$ cat config.mk
export PLATFORM = sky130hd
export DESIGN_NAME = pipe_hazard_control
export DESIGN_NICKNAME = d
export VERILOG_FILES = /design/src/rtl/pipe_hazard_control.sv
export SDC_FILE = /design/constraint.sdc
export NUM_CORES = 1
export LEC_CHECK = 0
export ABC_CLOCK_PERIOD_IN_PS = 2500
export BUFFER_PORTS_ARGS = -buffer_cell sky130_fd_sc_hd__buf_2
export CAP_MARGIN = 20
export CORE_AREA = 2 2 53 92
export DETAILED_ROUTE_END_ITERATION = 12
export DIE_AREA = 0 0 55 94
export SYNTH_ARGS = -nofsm -noshare
export SYNTH_HDL_FRONTEND = slang
export SYNTH_SLANG_ARGS = --single-unit
$ cat constraint.sdc
create_clock -name clk -period 2.5 [get_ports clk]
set_clock_uncertainty 0.05 [all_clocks]
set_input_delay 0.125 -clock clk [delete_from_list [all_inputs] [get_ports clk]]
set_output_delay 0.125 -clock clk [all_outputs]
set_load 0.02 [all_outputs]
$ cat src/rtl/pipe_hazard_control.sv
// Pipeline enable/flush generator: load-use bubble insertion and a whole-pipe
// freeze while a multi-cycle vector memory access occupies MEM.
module pipe_hazard_control #(
    parameter int REG_ADDR_W  = 4,
    parameter int VEC_MEM_LAT = 4,
    parameter int STALL_CNT_W = 16
) (
    input  logic                   clk,
    input  logic                   rst_n,
    input  logic                   id_valid,
    input  logic [REG_ADDR_W-1:0]  id_rs1,
    input  logic [REG_ADDR_W-1:0]  id_rs2,
    input  logic                   id_uses_rs2,
    input  logic                   id_rs_vec,
    input  logic                   ex_valid,
    input  logic [REG_ADDR_W-1:0]  ex_rd,
    input  logic [1:0]             ex_cl_mem_op,
    input  logic [1:0]             ex_cl_esc_wr,
    input  logic [1:0]             ex_cl_vec_wr,
    input  logic                   mem_vec_start,
    output logic                   en_pc,
    output logic                   en_if_id,
    output logic                   en_id_ex,
    output logic                   en_ex_mem,
    output logic                   en_mem_wb,
    output logic                   flush_id_ex,
    output logic                   mem_busy,
    output logic                   protocol_err,
    output logic [STALL_CNT_W-1:0] stall_cycles
);

    localparam int CNT_W = 7;
    localparam bit HAS_FREEZE = (VEC_MEM_LAT > 1);
    localparam bit LONG_OP    = (VEC_MEM_LAT > 2);
    localparam logic [CNT_W-1:0] CNT_LOAD = CNT_W'((VEC_MEM_LAT > 2) ? (VEC_MEM_LAT - 2) : 0);

    typedef enum logic {
        S_IDLE = 1'b0,
        S_BUSY = 1'b1
    } state_t;

    state_t                   r_state;
    state_t                   w_state_nxt;
    logic [CNT_W-1:0]         r_cnt;
    logic [CNT_W-1:0]         w_cnt_nxt;
    logic                     r_perr;
    logic [STALL_CNT_W-1:0]   r_stall;

    logic w_start;
    logic w_freeze;
    logic w_file_ok;
    logic w_src_match;
    logic w_luh;
    logic w_en_pc;
    logic w_en_if_id;
    logic w_en_id_ex;
    logic w_en_ex_mem;
    logic w_en_mem_wb;
    logic w_flush;

    // The cycle of the start pulse is itself frozen; BUSY covers the remainder.
    always_comb begin
        w_state_nxt = r_state;
        w_cnt_nxt   = r_cnt;
        w_start     = 1'b0;
        w_freeze    = 1'b0;
        case (r_state)
            S_IDLE: begin
                w_start  = mem_vec_start & HAS_FREEZE;
                w_freeze = w_start;
                if (w_start && LONG_OP) begin
                    w_state_nxt = S_BUSY;
                    w_cnt_nxt   = CNT_LOAD;
                end
            end
            S_BUSY: begin
                w_freeze  = 1'b1;
                w_cnt_nxt = r_cnt - CNT_W'(1);
                if (r_cnt == CNT_W'(1)) begin
                    w_state_nxt = S_IDLE;
                end
            end
            default: begin
                w_state_nxt = S_IDLE;
            end
        endcase
    end

    always_comb begin
        w_file_ok   = id_rs_vec ? (|ex_cl_vec_wr) : (|ex_cl_esc_wr);
        w_src_match = (ex_rd == id_rs1) | (id_uses_rs2 & (ex_rd == id_rs2));
        w_luh       = id_valid & ex_valid & (ex_cl_mem_op == 2'b01) & w_src_match & w_file_ok;
    end

    // Everything is held at zero while reset is asserted; freeze outranks the bubble.
    always_comb begin
        w_en_pc     = 1'b0;
        w_en_if_id  = 1'b0;
        w_en_id_ex  = 1'b0;
        w_en_ex_mem = 1'b0;
        w_en_mem_wb = 1'b0;
        w_flush     = 1'b0;
        if (rst_n && !w_freeze) begin
            w_en_id_ex  = 1'b1;
            w_en_ex_mem = 1'b1;
            w_en_mem_wb = 1'b1;
            if (w_luh) begin
                w_flush = 1'b1;
            end else begin
                w_en_pc    = 1'b1;
                w_en_if_id = 1'b1;
            end
        end
    end

    always_ff @(posedge clk or negedge rst_n) begin
        if (!rst_n) begin
            r_state <= S_IDLE;
            r_cnt   <= '0;
            r_perr  <= 1'b0;
            r_stall <= '0;
        end else begin
            r_state <= w_state_nxt;
            r_cnt   <= w_cnt_nxt;
            if ((r_state == S_BUSY) && mem_vec_start) begin
                r_perr <= 1'b1;
            end
            if (!w_en_pc && (r_stall != '1)) begin
                r_stall <= r_stall + STALL_CNT_W'(1);
            end
        end
    end

    assign en_pc        = w_en_pc;
    assign en_if_id     = w_en_if_id;
    assign en_id_ex     = w_en_id_ex;
    assign en_ex_mem    = w_en_ex_mem;
    assign en_mem_wb    = w_en_mem_wb;
    assign flush_id_ex  = w_flush;
    assign mem_busy     = rst_n & w_freeze;
    assign protocol_err = r_perr;
    assign stall_cycles = r_stall;

endmodule

==> impl_metrics.yaml <==
run_status:
  run_status: "completed"
power_and_ir_drop:
  pwr_density_cell_nw_per_um2: 870
  total_leakage_power_nw: 0.876
  ir_drop_v: 0.000535
  power_mw: 1.61
floorplan:
  dieWidth_um: 55
  dieArea_um2: 5170
  rows: 32
  fp.coreArea_um2: 4400
  ios: 49
  initial_core_util_pct: 33.8
  die_height_um: 94
clocking:
  cts_tree: "built"
  cts_sinks: 25
  path_clk_slew_ps: 90
  cts_buffer_depth: 2
  clock_latency_ps: 270
  cts-root-buf: "clkbuf_8"
  cts-htree-levels: 1
  cts_buffers: 3
  ctsResizeCount: 0
detailed_routing:
  drc: 0
  drt-total-wl_um: 3340
  num_vias: 1283
  ant_nets: 0
  vias_per_cell: 5.15
  wire_per_inst_um: 13.4
  first_pass_iters: 4
  drt_iter0_markers: 10
worst_setup_path:
  arrival_ps: 2000
  slowest_delay_ps: 660
  crit_type: "reg -> out"
  startpoint_type: "flip-flop"
  critical_path.slowest_cell: "or4_2"
  required_ps: 2330
  crit_chain: "nor2_1, nand2_2, or4_2, nor2_1, buf_2"
  end_kind: "output port"
  worst-path-max-fanout: 13
  path_common_cell: "nor2_1"
min_path:
  min_path_type: "in -> reg"
global_route:
  overflow: 0
  grt_max_degree: 27
  antenna_found_initial: 0
  grt_pass1_wl_um: 5320
  first_global_vias: 1289
  track_usage_pct: 13.8
cells_and_area:
  nets: 227
  antennaDiodeCount: 0
  area_delta_synth_final_pct: 24.6
  layout-drive-gt1-share_pct: 35.9
  post-route-util_pct: 42.1
synthesis:
  syn_area_um2: 1490
  yosysTopAreaCell: "dfrtp_1"
  synth_flop_cell: "dfrtp_1"
  avgSynthCellArea_um2: 10.3
  synth_top_area_share_pct: 42.1
  yosys_warnings: 0
  synthArstFlopShare_pct: 100
  yosysSeqAreaShare_pct: 42.1
  synth_seq_cells: 25
  synth_edf_count: 0
  yosys-top-cells-area: "dfrtp_1 42%, xor2_1 11%, nor3_1 3.7%"
  ys_types: 48
  netlist_instances: 145
  syn_nets: 173
placement:
  io_buffers: 48
  hpwl_um: 2630
  place_congestion: 0.809
timing:
  min_period_ps: 2180
  rsz0062_at_grt: "false"
  holdWs_ps: 63.5
  max_freq_ghz: 0.459
  setup_violations: 0
  tns_ps: 0
  period_share_pct: 87.1
  tightest_slew_ps: 448
  hold_viol: 0
  slew_headroom_pct: 70.1
  drv_slew: 0
flow_run:
  maxCapViolations: 0
## stage by stage
| step | setup slack, ps | cell area [um^2] | instances |
|---|---|---|---|
| 3_5_place_dp | 513 | 1800 | 244 |
| 4_1_cts | 300 | 1850 | 249 |
| 6_report | 322 | 1850 | 249 |
| 3_3_place_gp | 512 | 1800 | 244 |
| 2_1_floorplan | 556 | 1490 | 145 |
| 5_1_grt | 246 | 1850 | 249 |
## worst paths after layout
kind                                      start          endpoint  slack (ps)  depth (start not counted)
worst max-delay path                    r_state       flush_id_ex         320                          5
worst min-delay path              mem_vec_start      protocol_err          60                          2
worst max register to register  stall_cycles[0]  stall_cycles[14]         500                          6
worst min register to register     protocol_err      protocol_err         410                          1
max in group asynchronous                 rst_n          r_cnt[0]        1790                          3
min in group asynchronous                 rst_n           r_state         360                          3
## logic make-up (layout without fill, tap and decap cells)
kind of cell / after synthesis / after routing / synth area share (%)
multiplexers: 4 / 4 / 3.28
AND/OR/NAND/NOR: 65 / 65 / 27.0
buffers and inverters: 8 / 61 / 2.86
AO/OA/AOI/OAI: 18 / 18 / 9.34
flip-flops: 25 / 25 / 42.1
XOR/XNOR: 22 / 22 / 13.0
adder cells (fa/ha/maj): 3 / 3 / 2.52
## repair_timing
action                    4_1_cts  5_1_grt
hold buffers                    1        0
hold endpoints to repair       25        0
buffers inserted                0        0
## area by class of cell
class | instances | area [um^2]
Inverter | 3 | 11.3
Fill cell | 473 | 2550
Sequential cell | 25 | 626
Tap cell | 51 | 63.8
Clock buffer | 4 | 45.0
Timing Repair Buffer | 54 | 288
Multi-Input combinational cell | 112 | 820
## flip-flops by register name, summed over array words and instances (netlist names)
register	flops
r_cnt	7
stall_cycles	16
protocol_err	1
r_state	1
## power by group
group,internal (mW),switching (mW)
Combinational,0.298,0.359
Clock,0.114,0.124
Sequential,0.545,0.172
## cell usage after synthesis, types with 2 or more instances
cell type and n:
nand4_1 5, o21ai_0 5, and2_1 2, xor2_1 19
nand2_1 8, nand3_1 7, a21oi_1 3, nor4_1 3
xnor2_1 3, nor3_1 11, dfrtp_1 25, ha_1 3
nor2b_1 3, inv_1 3, nor2_1 7, nand2b_1 2
mux2_2 3, buf_4 3
## per-layer routing
| layer | vias to the layer above | wire length [um] | GRT usage, % |
|---|---|---|---|
| met5 | - | 0 | 0 |
| met4 | 0 | 65 | 6.71 |
| met3 | 5 | 210 | 1.75 |
| met2 | 42 | 1770 | 25.5 |
| met1 | 604 | 1290 | 14.1 |
| li1 | 632 | - | - |
## critical path: cells and delay by family (launching register included)
kind          cells  cell delay (ps)
simple gates      4             1070
buf+inv           1              170
flops             1              510
## layout by cell type, fill, tap and decap left out, types with 2 or more instances in the layout
cell      instances
buf_4             5
buf_2            48
ha_1              3
nand2_1           8
nor3_1           11
xor2_1           19
dfrtp_1          25
nand3_1           7
and2_1            2
inv_1             3
clkbuf_8          3
nand2b_1          2
mux2_2            3
o21ai_0           5
xnor2_1           3
a21oi_1           3
nand4_1           5
nor4_1            3
nor2b_1           3
nor2_1            7
Note: power is estimated with default switching activity, not from simulation.
